`config.mk`:
```
export PLATFORM = sky130hd
export DESIGN_NAME = lc3_controller
export DESIGN_NICKNAME = d
export VERILOG_FILES = /design/src/rtl/lc3_controller.sv
export SDC_FILE = /design/constraint.sdc
export NUM_CORES = 1
export LEC_CHECK = 0
export ABC_AREA = 0
export CORE_AREA = 2 2 40 42
export DETAILED_ROUTE_END_ITERATION = 16
export DIE_AREA = 0 0 42 44
export GPL_TIMING_DRIVEN = 0
export HOLD_SLACK_MARGIN = 0.06
export PLACE_DENSITY = 0.84
export SYNTH_ARGS = -nofsm -noshare
export SYNTH_HDL_FRONTEND = slang
export SYNTH_SLANG_ARGS = --single-unit
```
`constraint.sdc`:
```
create_clock -name clock -period 1.7 [get_ports clock]
set_clock_uncertainty 0.2 [all_clocks]
set_input_delay 0.425 -clock clock [delete_from_list [all_inputs] [get_ports clock]]
set_output_delay 0.425 -clock clock [all_outputs]
set_load 0.05 [all_outputs]
```
`src/rtl/lc3_controller.sv`:
```
// rtl/lc3_controller.sv - LC3 multicycle sequencer: stage enables, memory state, branch resolve.
// Optional bounded memory waits with mem_err reporting when LC3_CTRL_TIMEOUT_EN is defined.
module lc3_controller #(
    parameter int MEM_TIMEOUT = 16
) (
    input  logic        clock,
    input  logic        reset,
    input  logic        complete_instr,
    input  logic        complete_data,
    input  logic [15:0] IR,
    input  logic [2:0]  psr,
    output logic        enable_fetch,
    output logic        enable_decode,
    output logic        enable_execute,
    output logic        enable_writeback,
    output logic        enable_updatePC,
    output logic        br_taken,
    output logic [1:0]  mem_state,
    output logic        mem_err
);

    localparam logic [2:0] S_FETCH  = 3'd0;
    localparam logic [2:0] S_DECODE = 3'd1;
    localparam logic [2:0] S_EXEC   = 3'd2;
    localparam logic [2:0] S_MEMIND = 3'd3;
    localparam logic [2:0] S_MEMRD  = 3'd4;
    localparam logic [2:0] S_MEMWR  = 3'd5;
    localparam logic [2:0] S_WB     = 3'd6;
    localparam logic [2:0] S_UPDPC  = 3'd7;

    logic [2:0] state_q, state_d;
    logic       br_q, br_d;
    logic       ind_store_q, ind_store_d;

    // Only the opcode and the BR condition field steer sequencing.
    logic unused_ir;
    assign unused_ir = ^IR[8:0];

`ifdef LC3_CTRL_TIMEOUT_EN
    localparam logic [7:0] TIMEOUT_LIM = 8'(MEM_TIMEOUT - 1);

    logic [7:0] cnt_q, cnt_d;
    logic       err_q, err_d;
    logic       waiting;
    logic       wait_done;

    assign waiting = (state_q == S_FETCH) || (state_q == S_MEMIND) ||
                     (state_q == S_MEMRD) || (state_q == S_MEMWR);
    assign wait_done = (state_q == S_FETCH) ? complete_instr : complete_data;
`else
    logic [31:0] unused_timeout;
    assign unused_timeout = MEM_TIMEOUT;
`endif

    always_comb begin
        state_d     = state_q;
        br_d        = br_q;
        ind_store_d = ind_store_q;
        case (state_q)
            S_FETCH:  if (complete_instr) state_d = S_DECODE;
            S_DECODE: state_d = S_EXEC;
            S_EXEC: begin
                br_d        = 1'b0;
                ind_store_d = IR[12];
                case (IR[15:12])
                    4'b0001, 4'b0101, 4'b1001, 4'b1110: state_d = S_WB;
                    4'b0000: begin
                        state_d = S_UPDPC;
                        br_d    = |(IR[11:9] & psr);
                    end
                    4'b1100: begin
                        state_d = S_UPDPC;
                        br_d    = 1'b1;
                    end
                    4'b0010, 4'b0110: state_d = S_MEMRD;
                    4'b0011, 4'b0111: state_d = S_MEMWR;
                    4'b1010, 4'b1011: state_d = S_MEMIND;
                    default:          state_d = S_UPDPC;
                endcase
            end
            // LDI and STI differ only in IR[12], captured at execute.
            S_MEMIND: if (complete_data) state_d = ind_store_q ? S_MEMWR : S_MEMRD;
            S_MEMRD:  if (complete_data) state_d = S_WB;
            S_MEMWR:  if (complete_data) state_d = S_UPDPC;
            S_WB:     state_d = S_UPDPC;
            S_UPDPC:  state_d = S_FETCH;
            default:  state_d = S_FETCH;
        endcase
`ifdef LC3_CTRL_TIMEOUT_EN
        err_d = 1'b0;
        // A completion in the final allowed cycle still wins over the timeout.
        if (waiting && !wait_done && (cnt_q == TIMEOUT_LIM)) begin
            state_d = S_UPDPC;
            br_d    = 1'b0;
            err_d   = 1'b1;
        end
        cnt_d = (waiting && (state_d == state_q)) ? cnt_q + 8'd1 : 8'd0;
`endif
    end

    always_ff @(posedge clock) begin
        if (reset) begin
            state_q     <= S_FETCH;
            br_q        <= 1'b0;
            ind_store_q <= 1'b0;
`ifdef LC3_CTRL_TIMEOUT_EN
            cnt_q       <= 8'd0;
            err_q       <= 1'b0;
`endif
        end else begin
            state_q     <= state_d;
            br_q        <= br_d;
            ind_store_q <= ind_store_d;
`ifdef LC3_CTRL_TIMEOUT_EN
            cnt_q       <= cnt_d;
            err_q       <= err_d;
`endif
        end
    end

    // Outputs are masked while reset is held so downstream stages stay idle.
    always_comb begin
        enable_fetch     = !reset && (state_q == S_FETCH);
        enable_decode    = !reset && (state_q == S_DECODE);
        enable_execute   = !reset && (state_q == S_EXEC);
        enable_writeback = !reset && (state_q == S_WB);
        enable_updatePC  = !reset && (state_q == S_UPDPC);
        br_taken         = !reset && (state_q == S_UPDPC) && br_q;
        mem_state        = 2'd3;
        if (!reset) begin
            case (state_q)
                S_MEMRD:  mem_state = 2'd0;
                S_MEMIND: mem_state = 2'd1;
                S_MEMWR:  mem_state = 2'd2;
                default:  mem_state = 2'd3;
            endcase
        end
`ifdef LC3_CTRL_TIMEOUT_EN
        mem_err = !reset && (state_q == S_UPDPC) && err_q;
`else
        mem_err = 1'b0;
`endif
    end

endmodule

```
==> flow_summary.toml <==
[run_status]
status = "finished with violations"
failed_checks = "setup timing"

[grt]
grt_start_max_net_pins = 11
grt.total_usage = 0.157
grt_pass1_wl_mm = 2.21
grt_overflow = 0
antenna_found_initial = 0
grt_pass1_vias = 548

[clocking]
cts.sinks = 5
clockRootBuffer = "clkbuf_4"
clockBufferDepth = 2
cts_made_buffers = 3
cts_tree = "yes"
clock_latency_ns = 0.25
h-tree-depth = 1
clk_pin_slew_ns = 0.04
postCtsHoldBufs = 0

[job]
maxCapViolCount = 0

[synth]
synth_cell_types = 32
synth_compound_area_frac = 0.300
synthSimpleGateAreaFrac = 0.337
synth_top_area_cell = "dfxtp_1"
synth-edff-count = 0
synth_xor_area_frac = 0
ys_warn_count = 0
synth.top_cell.area_share = 0.227
synth_fa_ha_area_frac = 0
ys_ff_latch = 5
synth.top_cells.by_area = "dfxtp_1, a21oi_1, o21ai_1"
synthCells = 60
ys.flop_type = "dfxtp_1"
synthMuxAreaShare = 0.0227
async_flop_share = 0
synth_fp_nets = 83
avgSynthCellArea_um2 = 7.36
yosysSeqAreaShare = 0.227
synth_area_um2 = 442
synth_top_family_by_area = "simple AND/OR/NAND/NOR gates"

[sta]
max_freq_ghz = 0.549
layout_setup_ws_ns = -0.120
whs_ns = 0.175
hold_viol = 0
final_max_slew_viol_count = 0
fin_crit_ns = 1.82
period_share = 1.07
grt_setup_unrepaired = "yes"
finalSetupViolCount = 7

[floorplanning]
die_w_um = 42
rows = 14
die_y_um = 44
core-area_um2 = 1420
die-area_um2 = 1850
io_pins = 32
start_util = 0.311

[routing]
wire_per_inst_um = 12.1
first_pass_iters = 4
wl_mm = 1.34
drt-initial-drc-count = 15
detail-route-antenna-nets = 0
vias_per_cell = 4.99
vias = 549
remaining_drc_errors = 0

[cells_and_area]
nFillCells = 116
layout.cells.non_filler = 110
syn2layout_area_growth_pct = 104
final_cell_mix = "clkdlybuf4s50_1, buf_6, buf_4"
nNetsFinal = 118
layout-drive-gt1-share = 0.468
antenna_cells = 0
fin_util = 0.634
fin_area_um2 = 900
final_common_cell = "clkdlybuf4s50_1"

[placement]
routabilityCongestion = 0.801
hpwl_um = 883
dp_cells = 96
place_area_um2 = 728
io_buffers = 20

[pwr]
ir_drop_mv = 0.802
leakagePower_nw = 0.369
p_per_area_nw_per_um2 = 1340

[hold_path]
hold_path.class = "in2reg"

[setup_path]
critPathCaptureType = "output pin"
start_kind = "flip-flop"
critPathKind = "reg2out"
cp_max_fo = 5
arrival_ns = 1.20
required_ns = 1.07
==> metal layers <==
metal,up-vias,GRT usage,wire length [µm]
met5,-,0,0
met4,0,0.0194,0
met3,0,0.0625,54
met2,11,0.313,757
met1,255,0.155,524
li1,283,-,-
==> what timing repair did <==
action / CTS / global route
pin swaps: 4 / 2
setup buffers: 7 / 1
gates resized for setup: 70 / 7
setup endpoints to repair: 8 / 8
cloned: 2 / 0
==> power breakdown <==
| part | internal (mW) | leakage, nW | switching (mW) |
|---|---|---|---|
| Combinational | 0.426 | 0.312 | 0.425 |
| Clock | 0.0890 | 0.0150 | 0.0529 |
| Sequential | 0.166 | 0.0426 | 0.0430 |
| Total | 0.681 | 0.369 | 0.521 |
==> sequential cells by signal, summed over array words and instances (netlist names) <==
signal and count:
state_q 3, ind_store_q 1, br_q 1
==> critical path: stages, from the launching register on <==
cell and delay, ns:
dfxtp_4 0.36, buf_6 0.13, and3_4 0.19, and2_4 0.14
buf_8 0.13
==> cell type report <==
type	instances	area [µm²]	share of cell area
Timing Repair Buffer	30	312	0.346
Sequential cell	5	109	0.121
Clock buffer	4	26.3	0.0292
Inverter	2	7.51	0.00834
Buffer	5	61.3	0.0682
Tap cell	16	20.0	0.0223
Multi-Input combinational cell	48	364	0.405
==> stage by stage <==
step	total power, mW	setup TNS [ns]	setup slack [ns]
3_3_place_gp	0.813	-4.60	-0.680
5_1_grt	1.28	-1.07	-0.168
3_5_place_dp	0.821	-4.72	-0.691
4_1_cts	1.15	-0.524	-0.122
2_1_floorplan	0.671	-0.342	-0.125
6_report	1.20	-0.639	-0.120
==> synth_stat cells (2+ instances only) <==
cell,count
a21oi_1,6
and2_1,2
buf_4,3
dfxtp_1,5
inv_1,2
nand2_1,6
nand2_2,2
nand2b_1,2
nor2_1,4
nor2_2,2
o21ai_1,5
==> path summary, 6_finish.rpt <==
check / start / endpoint / slack [ns] / cells after the start
worst max register to register: state_q[1]$_SDFFE_PP0P_ / state_q[0]$_SDFFE_PP0P_ / 0.33 / 5
worst max-delay path: state_q[0]$_SDFFE_PP0P_ / br_taken / -0.12 / 4
worst min-delay path: reset / state_q[2]$_SDFFE_PP0P_ / 0.18 / 2
worst min register to register: ind_store_q$_SDFFE_PP0P_ / ind_store_q$_SDFFE_PP0P_ / 0.28 / 2
==> cell families (layout without fill, tap and decap cells) <==
family / count (synthesis) / count (layout)
flip-flops: 5 / 5
buffers and inverters: 7 / 41
multiplexers: 1 / 1
other: 1 / 1
AND/OR/NAND/NOR: 27 / 27
AO/OA/AOI/OAI: 19 / 19
(Power assumes the default switching activity.)
